File: src/rtl/wb_arbiter.sv
// Writeback collector: three buffered result sources, round-robin onto the register-file write port, plus busy scoreboard.
// Optional: define WB_ZERO_REG_EN to suppress writes to and scoreboarding of general r0.
`timescale 1ns/1ps
module wb_arbiter #(
  parameter int FIFO_DEPTH = 2
) (
  input  logic        clk,
  input  logic        rstn,
  input  logic        alu_valid,
  output logic        alu_ready,
  input  logic        alu_gfflag,
  input  logic [3:0]  alu_num,
  input  logic [31:0] alu_data,
  input  logic        fpu_valid,
  output logic        fpu_ready,
  input  logic        fpu_gfflag,
  input  logic [3:0]  fpu_num,
  input  logic [31:0] fpu_data,
  input  logic        lsu_valid,
  output logic        lsu_ready,
  input  logic        lsu_gfflag,
  input  logic [3:0]  lsu_num,
  input  logic [31:0] lsu_data,
  input  logic        iss_valid,
  input  logic        iss_gfflag,
  input  logic [3:0]  iss_num,
  output logic        rd_gfflag,
  output logic [3:0]  rd_num,
  output logic [31:0] rd_data,
  output logic        enable,
  output logic [31:0] busy,
  output logic        idle
);

  typedef struct packed {
    logic        gfflag;
    logic [3:0]  num;
    logic [31:0] data;
  } beat_t;

  localparam int PW = (FIFO_DEPTH > 1) ? $clog2(FIFO_DEPTH) : 1;
  localparam int CW = $clog2(FIFO_DEPTH + 1);

  localparam logic [1:0] SRC_ALU = 2'd0;
  localparam logic [1:0] SRC_FPU = 2'd1;
  localparam logic [1:0] SRC_LSU = 2'd2;

  logic [2:0] in_valid, push, pop, nonempty, nonempty_next, ready_vec;
  beat_t      in_beat [3];
  beat_t      head    [3];

  assign in_valid   = {lsu_valid, fpu_valid, alu_valid};
  assign in_beat[0] = {alu_gfflag, alu_num, alu_data};
  assign in_beat[1] = {fpu_gfflag, fpu_num, fpu_data};
  assign in_beat[2] = {lsu_gfflag, lsu_num, lsu_data};
  assign alu_ready  = ready_vec[0];
  assign fpu_ready  = ready_vec[1];
  assign lsu_ready  = ready_vec[2];

  for (genvar s = 0; s < 3; s++) begin : g_fifo
    beat_t          mem [FIFO_DEPTH];
    logic [PW-1:0]  wr_ptr, rd_ptr;
    logic [CW-1:0]  cnt, cnt_next;
    logic           rdy;

    assign push[s]          = in_valid[s] & rdy;
    assign cnt_next         = cnt + CW'(push[s]) - CW'(pop[s]);
    assign nonempty[s]      = (cnt != '0);
    assign nonempty_next[s] = (cnt_next != '0);
    assign head[s]          = mem[rd_ptr];
    assign ready_vec[s]     = rdy;

    // NOTE: sequential state uses non-blocking assignments so every flop samples pre-edge values.
    always_ff @(posedge clk or negedge rstn) begin
      if (!rstn) begin
        wr_ptr <= '0;
        rd_ptr <= '0;
        cnt    <= '0;
        rdy    <= 1'b1;
      end else begin
        if (push[s]) wr_ptr <= wr_ptr + 1'b1;
        if (pop[s])  rd_ptr <= rd_ptr + 1'b1;
        cnt <= cnt_next;
        // Full stays not-ready through a popping cycle; ready returns one cycle later.
        rdy <= (cnt_next < CW'(FIFO_DEPTH));
      end
    end

    // NOTE: payload storage has no reset; emptiness is tracked solely by the pointers and count.
    always_ff @(posedge clk) begin
      if (push[s]) mem[wr_ptr] <= in_beat[s];
    end
  end

  logic [1:0]  rr_q, grant_src, c0, c1, c2;
  logic        grant_any, is_r0, write_ok;
  beat_t       gbeat;
  logic [31:0] set_mask, clr_mask;

  // NOTE: every combinational output gets a default first so no latch is inferred.
  always_comb begin
    grant_any = 1'b0;
    grant_src = SRC_ALU;
    c0 = SRC_ALU;
    c1 = SRC_FPU;
    c2 = SRC_LSU;
    case (rr_q)
      SRC_ALU: begin c0 = SRC_FPU; c1 = SRC_LSU; c2 = SRC_ALU; end
      SRC_FPU: begin c0 = SRC_LSU; c1 = SRC_ALU; c2 = SRC_FPU; end
      default: begin c0 = SRC_ALU; c1 = SRC_FPU; c2 = SRC_LSU; end
    endcase
    if (nonempty[c0]) begin
      grant_any = 1'b1;
      grant_src = c0;
    end else if (nonempty[c1]) begin
      grant_any = 1'b1;
      grant_src = c1;
    end else if (nonempty[c2]) begin
      grant_any = 1'b1;
      grant_src = c2;
    end
  end

  assign gbeat    = head[grant_src];
  assign pop      = grant_any ? (3'b001 << grant_src) : 3'b000;
  assign clr_mask = grant_any ? (32'd1 << {gbeat.gfflag, gbeat.num}) : 32'd0;

`ifdef WB_ZERO_REG_EN
  assign is_r0    = ~gbeat.gfflag & (gbeat.num == 4'd0);
  assign set_mask = (iss_valid ? (32'd1 << {iss_gfflag, iss_num}) : 32'd0) & ~32'd1;
`else
  assign is_r0    = 1'b0;
  assign set_mask = iss_valid ? (32'd1 << {iss_gfflag, iss_num}) : 32'd0;
`endif

  assign write_ok = grant_any & ~is_r0;

  always_ff @(posedge clk or negedge rstn) begin
    if (!rstn) begin
      enable    <= 1'b0;
      rd_gfflag <= 1'b0;
      rd_num    <= 4'd0;
      rd_data   <= 32'd0;
      rr_q      <= SRC_LSU;
      busy      <= 32'd0;
      idle      <= 1'b1;
    end else begin
      enable <= write_ok;
      if (write_ok) begin
        rd_gfflag <= gbeat.gfflag;
        rd_num    <= gbeat.num;
        rd_data   <= gbeat.data;
      end
      if (grant_any) rr_q <= grant_src;
      // Set is applied after clear so a same-edge issue keeps the bit busy.
      busy <= (busy & ~clr_mask) | set_mask;
      idle <= ~|nonempty_next & ~write_ok;
    end
  end

endmodule

File: config.mk
export PLATFORM = sky130hd
export DESIGN_NAME = wb_arbiter
export DESIGN_NICKNAME = d
export VERILOG_FILES = /design/src/rtl/wb_arbiter.sv
export SDC_FILE = /design/constraint.sdc
export NUM_CORES = 1
export LEC_CHECK = 0
export BUFFER_PORTS_ARGS = -buffer_cell sky130_fd_sc_hd__buf_2
export CORE_MARGIN = 5
export CORE_UTILIZATION = 50
export DETAILED_ROUTE_END_ITERATION = 6
export PLACE_DENSITY = 0.75
export SYNTH_ARGS = -nofsm -noshare
export SYNTH_HDL_FRONTEND = slang
export SYNTH_SLANG_ARGS = --single-unit
export TNS_END_PERCENT = 5
File: constraint.sdc
create_clock -name clk -period 3.4 [get_ports clk]
set_clock_uncertainty 0.2 [all_clocks]
set_input_delay 0.17 -clock clk [delete_from_list [all_inputs] [get_ports clk]]
set_output_delay 0.17 -clock clk [all_outputs]
set_load 0.1 [all_outputs]
==> impl_results.md <==
- I/O pin count: 196
- Top-count cell post-synth: edfxtp_1
- Die H: 164 µm
- DR DRC count: 0
- CP startpoint kind: flop
- RSZ-0062 raised after global routing: false
- Synth cell types: 42
- Post-route ant nets: 0
- Filler cells: 1676
- Synth top cells by count: edfxtp_1, mux2i_1, dfrtp_1
- Htree depth: 1
- Area leader, netlist: edfxtp_1
- Nets: 1202
- # rows: 56
- Tightest Pin Transition: 0.807 ns
- Crit path from: g_fifo[1].cnt[0]$_DFF_PN0_
- Setup TNS: 0 ns
- Total wire length: 30600 µm
- Core area: 23400 µm²
- Dpl hpwl: 17900 µm
- Share of layout cells above drive strength 1: 26.8%
- Worst-path cell chain: or4_4 -> o22a_2 -> o22a_1 -> a221o_2 -> o31ai_1 -> o31ai_1 -> dlygate4sd3_1
- Post-synthesis sequential area ratio: 74.9%
- Synthesized net count: 868
- Reg area: 8880 µm²
- Max-slew headroom: 46.0%
- Setup Buffers After CTS: 0
- First-pass DRT Iterations: 5
- Type of element capturing the critical path: flop
- Synth Flop Type: edfxtp_1
- Reg-to-reg startpoint: g_fifo[1].cnt[0]$_DFF_PN0_
- Mux cell area share after synthesis: 9.44%
- First-pass GRT wire length: 47200 µm
- Yosys top cell area share: 56.3%
- Avg WL per Cell: 21.6 µm
- Fin. Hold Viols: 0
- Most frequent CP cell: o31ai_1
- Clock Tree Root: clkbuf_16
- CTS max path bufs: 3
- Ys Warns: 0
- Largest net degree at the start of global routing: 58
- Synth top area cells: edfxtp_1, dfrtp_1, mux2i_1
- Max cap viols: 0
- WP data required: 3.63 ns
- Post-synthesis cell count: 740
- Worst-Skew Late Latency: 0.55 ns
- Crit-path max cell delay: 0.56 ns
- Post-synth EDFFs: 222
- DR vias/cell: 5.53
- Initial core utilization: 50.6%
- Multi-input gate area: 2820 µm²
- Worst Hold Class: input pin to asynchronous set/reset pin
- Vias in the first global route: 8374
- Critical path type: flop to flop
- Synth Area in Compound Gates: 9.93%
- Final GP Congestion: 0.885
- Clock sink count: 310
- Die Wd: 164 µm
- Cts bufs inserted: 31
- CP arrival: 3.52 ns
- Clock transition at the registers of the reported paths: 0.06 ns
- CTS tree: built
- Ys async rst share: 28.4%
- Mapped Area: 11800 µm²
- Post-synthesis adder-cell area fraction: 0.634%
- DR iter-0 viols: 662
- All-Layer GR Usage: 22.8%
- Synth Area in Simple Gates: 2.44%
- Buffers on Ports: 195
- DIE AREA: 26900 µm²
- Syn_area_per_cell: 16.0 µm²
- Via count: 7846
- Post-synthesis xor/xnor area fraction: 0.887%
- N_diodes: 0
- Main combinational cell family by area after synthesis: compound AO/OA/AOI/OAI gates
- Area Growth Syn to Fin: 32.2%
- Fmax: 0.304 GHz
- Post-route clock period utilization: 96.8%
- Hold_ws: 0.0189 ns
- Critical-path top delay cell: dlygate4sd3_1
- Final setup fails: 0
- Max Transition Viols Final: 0
- CP max FO: 15
- Run status: complete, no violations
- Antenna violations before repair: 0
- Gr ovfl total: 0
- Crit path time final: 3.29 ns
- Register bit total from synthesis: 310
[flip-flops by register name, summed over array words and instances, names as in the netlist]
register and flops:
alu_ready 1, g_fifo.rd_ptr 3, rd_gfflag 1, g_fifo.mem 222, rd_num 4, rd_data 32
enable 1, fpu_ready 1, idle 1, rr_q 2, lsu_ready 1, g_fifo.cnt 6
busy 32, g_fifo.wr_ptr 3
[kinds of logic (layout without fill, tap and decap cells)]
group,Yosys count,after routing
mux,111,111
simple gates,58,58
buf+inv,53,412
fa+ha+maj,6,6
flops,310,310
compound gates,190,190
xor+xnor,12,12
[layout by cell type (no fill, tap or decap), types with 2 or more instances in the layout]
cell type	n
nor2_4	3
dfrtp_2	3
mux2i_1	105
clkbuf_1	3
o22ai_1	39
clkinv_2	6
o211ai_1	4
nand4b_1	2
dfrtp_1	80
o22a_1	4
inv_1	16
nand2b_1	5
nor2_1	16
dfstp_2	5
mux2_2	6
clkbuf_16	31
o31ai_1	26
buf_4	18
o41ai_1	12
bufinv_16	6
nor3_1	4
nand3_1	5
nand3b_1	2
a211o_1	2
ha_1	6
nand2_1	11
a21oi_1	39
xnor2_1	11
inv_6	2
clkinvlp_4	3
o21ai_0	52
a31oi_1	3
buf_2	194
and3_2	3
dlygate4sd3_1	124
clkbuf_8	6
edfxtp_1	222
[per-layer routing]
layer	global-route usage, %	wire length (µm)
met3	3.89	2130
met4	6.29	650
met5	0	0
met1	31.0	12400
met2	38.4	15400
[repair_timing]
action / 4_1_cts / 5_1_grt
resized for setup: 0 / 3
hold endpoints to repair: 324 / 0
endpoints found under the setup margin: 0 / 3
hold buffers: 124 / 0
[through the flow]
| stage | cell area, µm² | utilization [%] | setup WS [ns] | cells |
|---|---|---|---|---|
| floorplan | 11800 | - | 0.138 | 740 |
| global route | 15700 | 66.9 | 0.00750 | 1418 |
| detailed placement | 13300 | 56.8 | 0.219 | 1236 |
| global placement | 13300 | 56.8 | 0.427 | 1236 |
| finish | 15700 | 66.9 | 0.108 | 1418 |
| CTS | 15600 | 66.9 | 0.0319 | 1418 |
[cell type report]
class | count | area share [%]
clock buffers | 40 | 5.55
flip-flops and latches | 310 | 56.7
repair buffers | 338 | 15.2
well taps | 319 | 2.55
multi-input cells | 377 | 18.0
inverters | 16 | 0.384
clock inverters | 18 | 1.62
[critical path, delay by kind of cell (launching register included)]
| family | cells | cell delay (ns) |
|---|---|---|
| flops | 1 | 0.44 |
| simple gates | 1 | 0.52 |
| compound gates | 5 | 1.45 |
| buf+inv | 1 | 0.56 |
[final timing paths]
check / endpoint / cells after the start / slack, ns
setup / recovery: busy[24]$_DFF_PN0_ / 7 / 0.11
hold / removal: rd_data[30]$_DFFE_PN0P_ / 2 / 0.02
setup reg to reg: busy[24]$_DFF_PN0_ / 7 / 0.11
hold reg to reg: rr_q[1]$_DFFE_PN1P_ / 2 / 0.28
max in group asynchronous: fpu_ready$_DFF_PN1_ / 3 / 2.13
min in group clk: g_fifo[0].mem[1][5]$_DFFE_PP_ / 2 / 0.14
Power is not shown: default switching activity piles up to over one toggle a cycle in this logic, so the estimate is an artifact.
